**config.mk**
```make
export PLATFORM = sky130hd
export DESIGN_NAME = mem_access_ctrl
export DESIGN_NICKNAME = d
export VERILOG_FILES = /design/src/rtl/mem_access_ctrl.sv
export SDC_FILE = /design/constraint.sdc
export NUM_CORES = 1
export LEC_CHECK = 0
export ABC_AREA = 1
export CORE_MARGIN = 5
export CORE_UTILIZATION = 30
export CTS_BUF_LIST = sky130_fd_sc_hd__clkbuf_4
export DETAILED_ROUTE_END_ITERATION = 10
export GPL_TIMING_DRIVEN = 0
export PLACE_DENSITY_LB_ADDON = 0.1
export REMOVE_ABC_BUFFERS = 1
export SYNTH_ARGS = -nofsm -noshare
export SYNTH_HDL_FRONTEND = slang
export SYNTH_SLANG_ARGS = --single-unit
```
**constraint.sdc**
```tcl
create_clock -name clk -period 5.77 [get_ports clk]
set_clock_uncertainty 0.05 [all_clocks]
set_input_delay 0.8655 -clock clk [delete_from_list [all_inputs] [get_ports clk]]
set_output_delay 0.8655 -clock clk [all_outputs]
set_load 0.01 [all_outputs]
```
**src/rtl/mem_access_ctrl.sv**
```systemverilog
// Load/store sequencer between the MEM stage and a req/ack single-port data RAM.
// Optional ack timeout enabled by defining MEM_TIMEOUT_EN.
module mem_access_ctrl #(
    parameter int ADDR_W = 32
`ifdef MEM_TIMEOUT_EN
    , parameter int MAX_WAIT = 255
`endif
) (
    input  logic              clk,
    input  logic              rst,
    input  logic              mem_req_i,
    input  logic              mem_we_i,
    input  logic [1:0]        mem_size_i,
    input  logic              mem_sign_i,
    input  logic [ADDR_W-1:0] mem_addr_i,
    input  logic [31:0]       mem_wdata_i,
    output logic              ram_req_o,
    output logic              ram_we_o,
    output logic [3:0]        ram_sel_o,
    output logic [ADDR_W-1:0] ram_addr_o,
    output logic [31:0]       ram_wdata_o,
    input  logic [31:0]       ram_rdata_i,
    input  logic              ram_ack_i,
    output logic [31:0]       rdata_o,
    output logic              done_o,
    output logic              stall_req_o,
    output logic              misalign_o,
    output logic              bus_err_o
);

    localparam logic [1:0] ST_IDLE = 2'd0;
    localparam logic [1:0] ST_WAIT = 2'd1;
    localparam logic [1:0] ST_DONE = 2'd2;

    logic [1:0]        state_q, state_d;
    logic              ram_req_q, ram_req_d;
    logic              ram_we_q, ram_we_d;
    logic [3:0]        ram_sel_q, ram_sel_d;
    logic [ADDR_W-1:0] ram_addr_q, ram_addr_d;
    logic [31:0]       ram_wdata_q, ram_wdata_d;
    logic [31:0]       rdata_q, rdata_d;
    logic [1:0]        size_q, size_d;
    logic              sign_q, sign_d;
    logic [1:0]        lane_q, lane_d;

    logic              aligned;
    logic [3:0]        sel_new;
    logic [31:0]       wdata_new;

`ifdef MEM_TIMEOUT_EN
    localparam logic [7:0] WAIT_LAST = 8'(MAX_WAIT - 1);
    logic [7:0] wait_cnt_q, wait_cnt_d;
    logic       bus_err_q, bus_err_d;
`endif

    // Extract the addressed lane from the RAM word and extend it to 32 bits.
    function automatic logic [31:0] format_load(input logic [31:0] data,
                                                input logic [1:0]  size,
                                                input logic [1:0]  lane,
                                                input logic        sign);
        logic [7:0]  b;
        logic [15:0] h;
        logic [31:0] res;
        b = data[{lane, 3'b000} +: 8];
        h = lane[1] ? data[31:16] : data[15:0];
        case (size)
            2'b00:   res = {{24{sign & b[7]}}, b};
            2'b01:   res = {{16{sign & h[15]}}, h};
            default: res = data;
        endcase
        return res;
    endfunction

    // NOTE: every signal assigned in an always_comb gets a default first so no latch is inferred.
    always_comb begin
        aligned   = 1'b1;
        sel_new   = 4'b1111;
        wdata_new = mem_wdata_i;
        case (mem_size_i)
            2'b00: begin
                sel_new   = 4'b0001 << mem_addr_i[1:0];
                wdata_new = {4{mem_wdata_i[7:0]}};
            end
            2'b01: begin
                aligned   = ~mem_addr_i[0];
                sel_new   = mem_addr_i[1] ? 4'b1100 : 4'b0011;
                wdata_new = {2{mem_wdata_i[15:0]}};
            end
            default: aligned = (mem_addr_i[1:0] == 2'b00);
        endcase
    end

    always_comb begin
        state_d     = state_q;
        ram_req_d   = ram_req_q;
        ram_we_d    = ram_we_q;
        ram_sel_d   = ram_sel_q;
        ram_addr_d  = ram_addr_q;
        ram_wdata_d = ram_wdata_q;
        rdata_d     = rdata_q;
        size_d      = size_q;
        sign_d      = sign_q;
        lane_d      = lane_q;
`ifdef MEM_TIMEOUT_EN
        wait_cnt_d  = wait_cnt_q;
        bus_err_d   = 1'b0;
`endif
        case (state_q)
            ST_IDLE: begin
                if (mem_req_i && aligned) begin
                    ram_req_d   = 1'b1;
                    ram_we_d    = mem_we_i;
                    ram_sel_d   = sel_new;
                    ram_addr_d  = {mem_addr_i[ADDR_W-1:2], 2'b00};
                    ram_wdata_d = wdata_new;
                    size_d      = mem_size_i;
                    sign_d      = mem_sign_i;
                    lane_d      = mem_addr_i[1:0];
                    state_d     = ST_WAIT;
`ifdef MEM_TIMEOUT_EN
                    wait_cnt_d  = 8'd0;
`endif
                end
            end
            ST_WAIT: begin
                // An ack coinciding with the timeout limit completes normally.
                if (ram_ack_i) begin
                    ram_req_d = 1'b0;
                    rdata_d   = ram_we_q ? 32'h0 : format_load(ram_rdata_i, size_q, lane_q, sign_q);
                    state_d   = ST_DONE;
                end
`ifdef MEM_TIMEOUT_EN
                else if (wait_cnt_q == WAIT_LAST) begin
                    ram_req_d = 1'b0;
                    rdata_d   = 32'h0;
                    bus_err_d = 1'b1;
                    state_d   = ST_DONE;
                end else begin
                    wait_cnt_d = wait_cnt_q + 8'd1;
                end
`endif
            end
            ST_DONE: state_d = ST_IDLE;
            default: state_d = ST_IDLE;
        endcase
    end

    // NOTE: sequential state uses non-blocking assignments so every flop samples pre-edge values.
    always_ff @(posedge clk or posedge rst) begin
        if (rst) begin
            state_q     <= ST_IDLE;
            ram_req_q   <= 1'b0;
            ram_we_q    <= 1'b0;
            ram_sel_q   <= 4'b0;
            ram_addr_q  <= '0;
            ram_wdata_q <= 32'h0;
            rdata_q     <= 32'h0;
            size_q      <= 2'b00;
            sign_q      <= 1'b0;
            lane_q      <= 2'b00;
        end else begin
            state_q     <= state_d;
            ram_req_q   <= ram_req_d;
            ram_we_q    <= ram_we_d;
            ram_sel_q   <= ram_sel_d;
            ram_addr_q  <= ram_addr_d;
            ram_wdata_q <= ram_wdata_d;
            rdata_q     <= rdata_d;
            size_q      <= size_d;
            sign_q      <= sign_d;
            lane_q      <= lane_d;
        end
    end

`ifdef MEM_TIMEOUT_EN
    always_ff @(posedge clk or posedge rst) begin
        if (rst) begin
            wait_cnt_q <= 8'd0;
            bus_err_q  <= 1'b0;
        end else begin
            wait_cnt_q <= wait_cnt_d;
            bus_err_q  <= bus_err_d;
        end
    end
    assign bus_err_o = bus_err_q;
`else
    assign bus_err_o = 1'b0;
`endif

    assign ram_req_o   = ram_req_q;
    assign ram_we_o    = ram_we_q;
    assign ram_sel_o   = ram_sel_q;
    assign ram_addr_o  = ram_addr_q;
    assign ram_wdata_o = ram_wdata_q;
    assign rdata_o     = rdata_q;
    assign done_o      = (state_q == ST_DONE);
    assign stall_req_o = (state_q == ST_WAIT) || (state_q == ST_IDLE && mem_req_i && aligned);
    assign misalign_o  = (state_q == ST_IDLE) && mem_req_i && !aligned;

endmodule

```
---- Word level (Yosys, flattened, before mapping) ----
Index checks and enable logic that the tools add are counted.
word-level totals
  bits in registers ....................... 107
  bits of input ports ..................... 104
  output and inout port bits .............. 106
cells by class
  equal/unequal tests ..................... 6
  shift-type cells ........................ 2
  muxes and demuxes ....................... 13
  bitwise operators ....................... 3
  reductions and logical operators ........ 15
operator list
  operator                                                            number
  32-bit one-hot mux with 2 select lines                              2
  32-bit two-way mux                                                  1
  32-bit by 6-bit variable part select with 8-bit output              1
  16-bit two-way mux                                                  1
  2-bit logical NOT                                                   4
  4-bit one-hot mux with 2 select lines                               1
  2-bit by 1-bit == test with 1-bit output (second input constant)    3
  2-bit AND reduction                                                 3
  1-bit logical AND                                                   4
  2-bit two-way mux                                                   2
  4-bit two-way mux                                                   1
  2-bit != test (second input constant)                               2
  1-bit one-hot mux with 2 select lines                               2
  2-bit one-hot mux with 2 select lines                               1
  1-bit by 2-bit left shift with 4-bit output (first input constant)  1
  3-bit AND reduction                                                 1
  1-bit AND                                                           2
  2-bit == test (second input constant)                               1
  1-bit two-way mux                                                   2
  2-bit nonzero test                                                  1
  1-bit logical NOT                                                   1
  1-bit logical OR                                                    1
  1-bit NOT                                                           1

---- Logic depth before layout (Yosys ltp) ----
Gate-level depths: netlist of run 1.
  word-level depth ........................ 5
  mapped depth ............................ 11
  depth with buffers taken out ............ 9

---- Worst setup path before layout of run 1 ----
OpenSTA, ideal clock, no wires.
  path kind ............................... input to output
  from .................................... input mem_size_i[1]
  to ...................................... output stall_req_o
  data arrival time ....................... 1.684 ns
  required time ........................... 4.854 ns
  setup slack ............................. 3.171 ns
  cell stages on the path ................. 8
  path through ............................ buf_4 > inv_2 > o21ai_1 > nand2_1 > nand2_2 > buf_6 > buf_6 > nand2_1
on the way
  word-level cells in the longest chain between the ends .. 4
  elaborated cells between the ends (all ways) .. 5
ends and longest elaborated chain
  element                                                                               line  source
  from (decl)                                                                           13    input logic [1:0] mem_size_i,
  2-bit by 1-bit == test with 1-bit output / 2-bit logical NOT (equally long branches)  79    case (mem_size_i)
  1-bit one-hot mux with 2 select lines *                                               79
  1-bit logical AND *                                                                   197   assign stall_req_o = (state_q == ST_WAIT) || (state_q == ST_IDLE && mem_req_i && aligned);
  1-bit logical OR *                                                                    197
  to (decl)                                                                             26    output logic stall_req_o,
Mark *: on every way between the ends. The rest lies on a longest branch, timed or not.

---- Worst setup path in the final report of run 1 ----
Ends and elaborated chain as after synthesis.

==> results of run 1 <==
[power groups by stage]
stage	clock network, mW	logic [mW]	registers (mW)
after floorplan	0	0.434	1.29
after global placement	0	1.29	1.19
after detailed placement	0	1.30	1.19
after CTS	0.366	1.31	1.18
after global routing	0.391	1.41	1.22
final	0.348	1.28	1.18
[stage by stage]
| stage | TNS, ns | cells |
|---|---|---|
| after floorplan | 0 | 620 |
| after global placement | -0.149 | 1046 |
| after detailed placement | 0 | 1048 |
| after CTS | 0 | 1063 |
| after global routing | 0 | 1063 |
| final | 0 | 1063 |
[flip-flops by register name, indices dropped and copies added, names as in the netlist]
| name | flops |
|---|---|
| ram_wdata_o | 32 |
| ram_sel_o | 4 |
| state_q | 2 |
| sign_q | 1 |
| rdata_o | 32 |
| ram_addr_o | 30 |
| lane_q | 2 |
| ram_we_o | 1 |
| ram_req_o | 1 |
| size_q | 2 |
[per-layer routing]
metal  global-route usage [%]  vias up  wire length (µm)
met2                     25.3      168              7260
met1                     20.4     2225              7010
li1                         -     2415                 -
met3                     7.17       21              1630
met5                        0        -                13
met4                     5.56        2               293
[layout by cell type (no fill, tap or decap), types with 2 or more instances in the layout]
cell / count
nor2_1: 47
o21ai_0: 45
clkinv_2: 2
clkbuf_4: 10
a21oi_1: 35
nand2_1: 291
inv_4: 2
inv_2: 4
o21ai_1: 21
nand2_2: 4
clkdlybuf4s50_1: 205
conb_1: 3
nand2_4: 3
inv_1: 25
clkinv_1: 2
dfrtp_1: 107
nand3_1: 28
[critical path, stage by stage]
cell	delay, ns
buf_2	0.54
nor2_1	0.08
inv_1	0.30
nand2_1	0.18
nand2_4	0.44
nand2_1	0.11
clkdlybuf4s50_1	0.52
[worst paths after layout]
path,slack [ns],startpoint,to,cells past startpoint
worst max-delay path,1.79,mem_size_i[1],stall_req_o,7
worst min-delay path,0.45,ram_addr_o[10],ram_addr_o[10],2
worst max register to register,3.46,size_q[1],rdata_o[20],9
worst min register to register,0.45,ram_addr_o[10],ram_addr_o[10],2
max in group asynchronous,4.13,rst,ram_we_o,3
min in group asynchronous,0.83,rst,rdata_o[23],2
[cell families (layout without fill, tap and decap cells)]
family / Yosys count / count (layout) / share of synthesized area, %
AND/OR/NAND/NOR: 377 / 377 / 29.5
flip-flops: 107 / 107 / 52.9
AO/OA/AOI/OAI: 101 / 101 / 9.99
buffers and inverters: 69 / 255 / 7.52
other: 1 / 3 / 0.0741
[cell type report]
| type | instances | area (µm²) |
|---|---|---|
| inverter | 32 | 125 |
| fill | 1712 | 9280 |
| multi-input combinational | 481 | 2010 |
| clock inverter | 5 | 30.0 |
| tap | 220 | 275 |
| sequential | 107 | 2680 |
| timing repair buffer | 208 | 2100 |
| clock buffer | 10 | 75.1 |
==> impl_results.md, run 1 <==
- Status: finished, final reports clean
- Synth area leaders: dfrtp_1 (53%), nand2_1 (22%), o21ai_0 (4.5%)
- Switching portion of total power: 37.4%
- Area of the die: 0.0196 mm²
- Antenna-violating nets left: 0
- CP arrival: 3.06 ns
- Design area: 0.00730 mm²
- Synth Instances: 655
- MaxCap Viol Count: 0
- Clk_lat worst skew: 0.47 ns
- Initial Utilization: 30.5%
- Largest net degree at the start of global routing: 64
- Clock power frac: 12.4%
- NetSw: 1.05 mW
- DR vias/cell: 4.54
- Fin. Hold Viols: 0
- H-Tree Depth: 3
- Comb pwr share: 45.6%
- Seq/Total Area, Yosys: 52.9%
- Die Wd: 140 µm
- Root Buffer: clkbuf_4
- Setup CP Type: in -> out
- Flop pwr share: 42.0%
- Dpl ws: 0.875 ns
- Final WS setup: 1.79 ns
- P_int: 1.76 mW
- CP required: 4.85 ns
- IO Pins: 210
- Aggregate global routing overflow: 0
- Port buffer count: 206
- WL final: 16,200 µm
- Power Total: 2.81 mW
- Clk sinks: 107
- CTS buffer count: 9
- Max clock buf depth: 2
- Fin crit period: 3.98 ns
- Post-DP Area: 0.00720 mm²
- Max-slew headroom: 29.6%
- Layout net count: 943
- Core ar.: 0.0166 mm²
- Diodes inserted: 0
- Worst-path maximum fanout: 51
- Rows: 47
- Netlist cell types: 23
- Post-CTS Setup Bufs: 0
- Seq cells post-synth: 107
- Yosys top cell by area: dfrtp_1
- CTS tree: built
- Post_cts resized: 0
- RSZ-0062 raised after global routing: false
- Layout cells sized above 1: 3.80%
- CP Capture Type: output pin
- Area Growth Syn to Fin: 44.3%
- Lkg Pwr: 3.52 nW
- First DRT Iteration DRCs: 231
- Post-synth EDFFs: 0
- Final worst-path cycle share: 68.9%
- Clock slew at reported path FFs: 0.15 ns
- Fmax: 0.251 GHz
- Tightest Hold Check Type: reg -> reg
- Initial antenna violation count: 1
- Routed len/inst: 15.2 µm
- Setup violation total in the final timing report: 0
- Setup crit start kind: input port
- First-pass DRT Iterations: 4
- VDD IR max: 0.144 mV
- Global-route wire length before repair: 25,800 µm
- Hpwl dp: 11,600 µm
- Worst Hold Margin: 0.445 ns
- Max-slew violation count: 0
- Ys flop type: dfrtp_1
- Yosys Warn Count: 0
- Asr flop ratio synth: 100%
- Post-CTS Hold Buffers: 0
- Synth top area share: 52.9%
- Global Route Usage Sum: 16.3%
- RD Place Congestion: 0.859
- Drt drc: 0
- Vias in the first global route: 5,006
- Via count: 4,831
- Slew @ Worst Pin: 1.06 ns
- Post-synthesis area per instance: 7.72 µm²
- Mapped Area: 0.00506 mm²
- Power Density: 385 mW/mm²
- Synth cell count leaders: nand2_1 (291), dfrtp_1 (107), nor2_1 (47)
- Die Ht: 140 µm
- Util after Layout: 44.0%
- Most numerous cell in the Yosys netlist: nand2_1
Note: power is estimated with default switching activity, not from simulation.
==> run 2: changes to the inputs <==
==> constraint.sdc (replaced) <==
create_clock -name clk -period 3.7 [get_ports clk]
set_clock_uncertainty 0.05 [all_clocks]
set_input_delay 0.555 -clock clk [delete_from_list [all_inputs] [get_ports clk]]
set_output_delay 0.555 -clock clk [all_outputs]
set_load 0.01 [all_outputs]
==> results of run 2 <==
The final DEF is identical to that of run 1. Status: finished, final reports clean.
Among the figures that moved: setup slack after placement 0.875 ns -> -0.574 ns; number of gates resized after CTS 0 -> 3; setup slack after layout 1.79 ns -> 0.344 ns; register-to-register setup slack 3.46 ns -> 1.39 ns; total power 2.81 mW -> 4.38 mW; worst IR drop on VDD 0.144 mV -> 0.225 mV
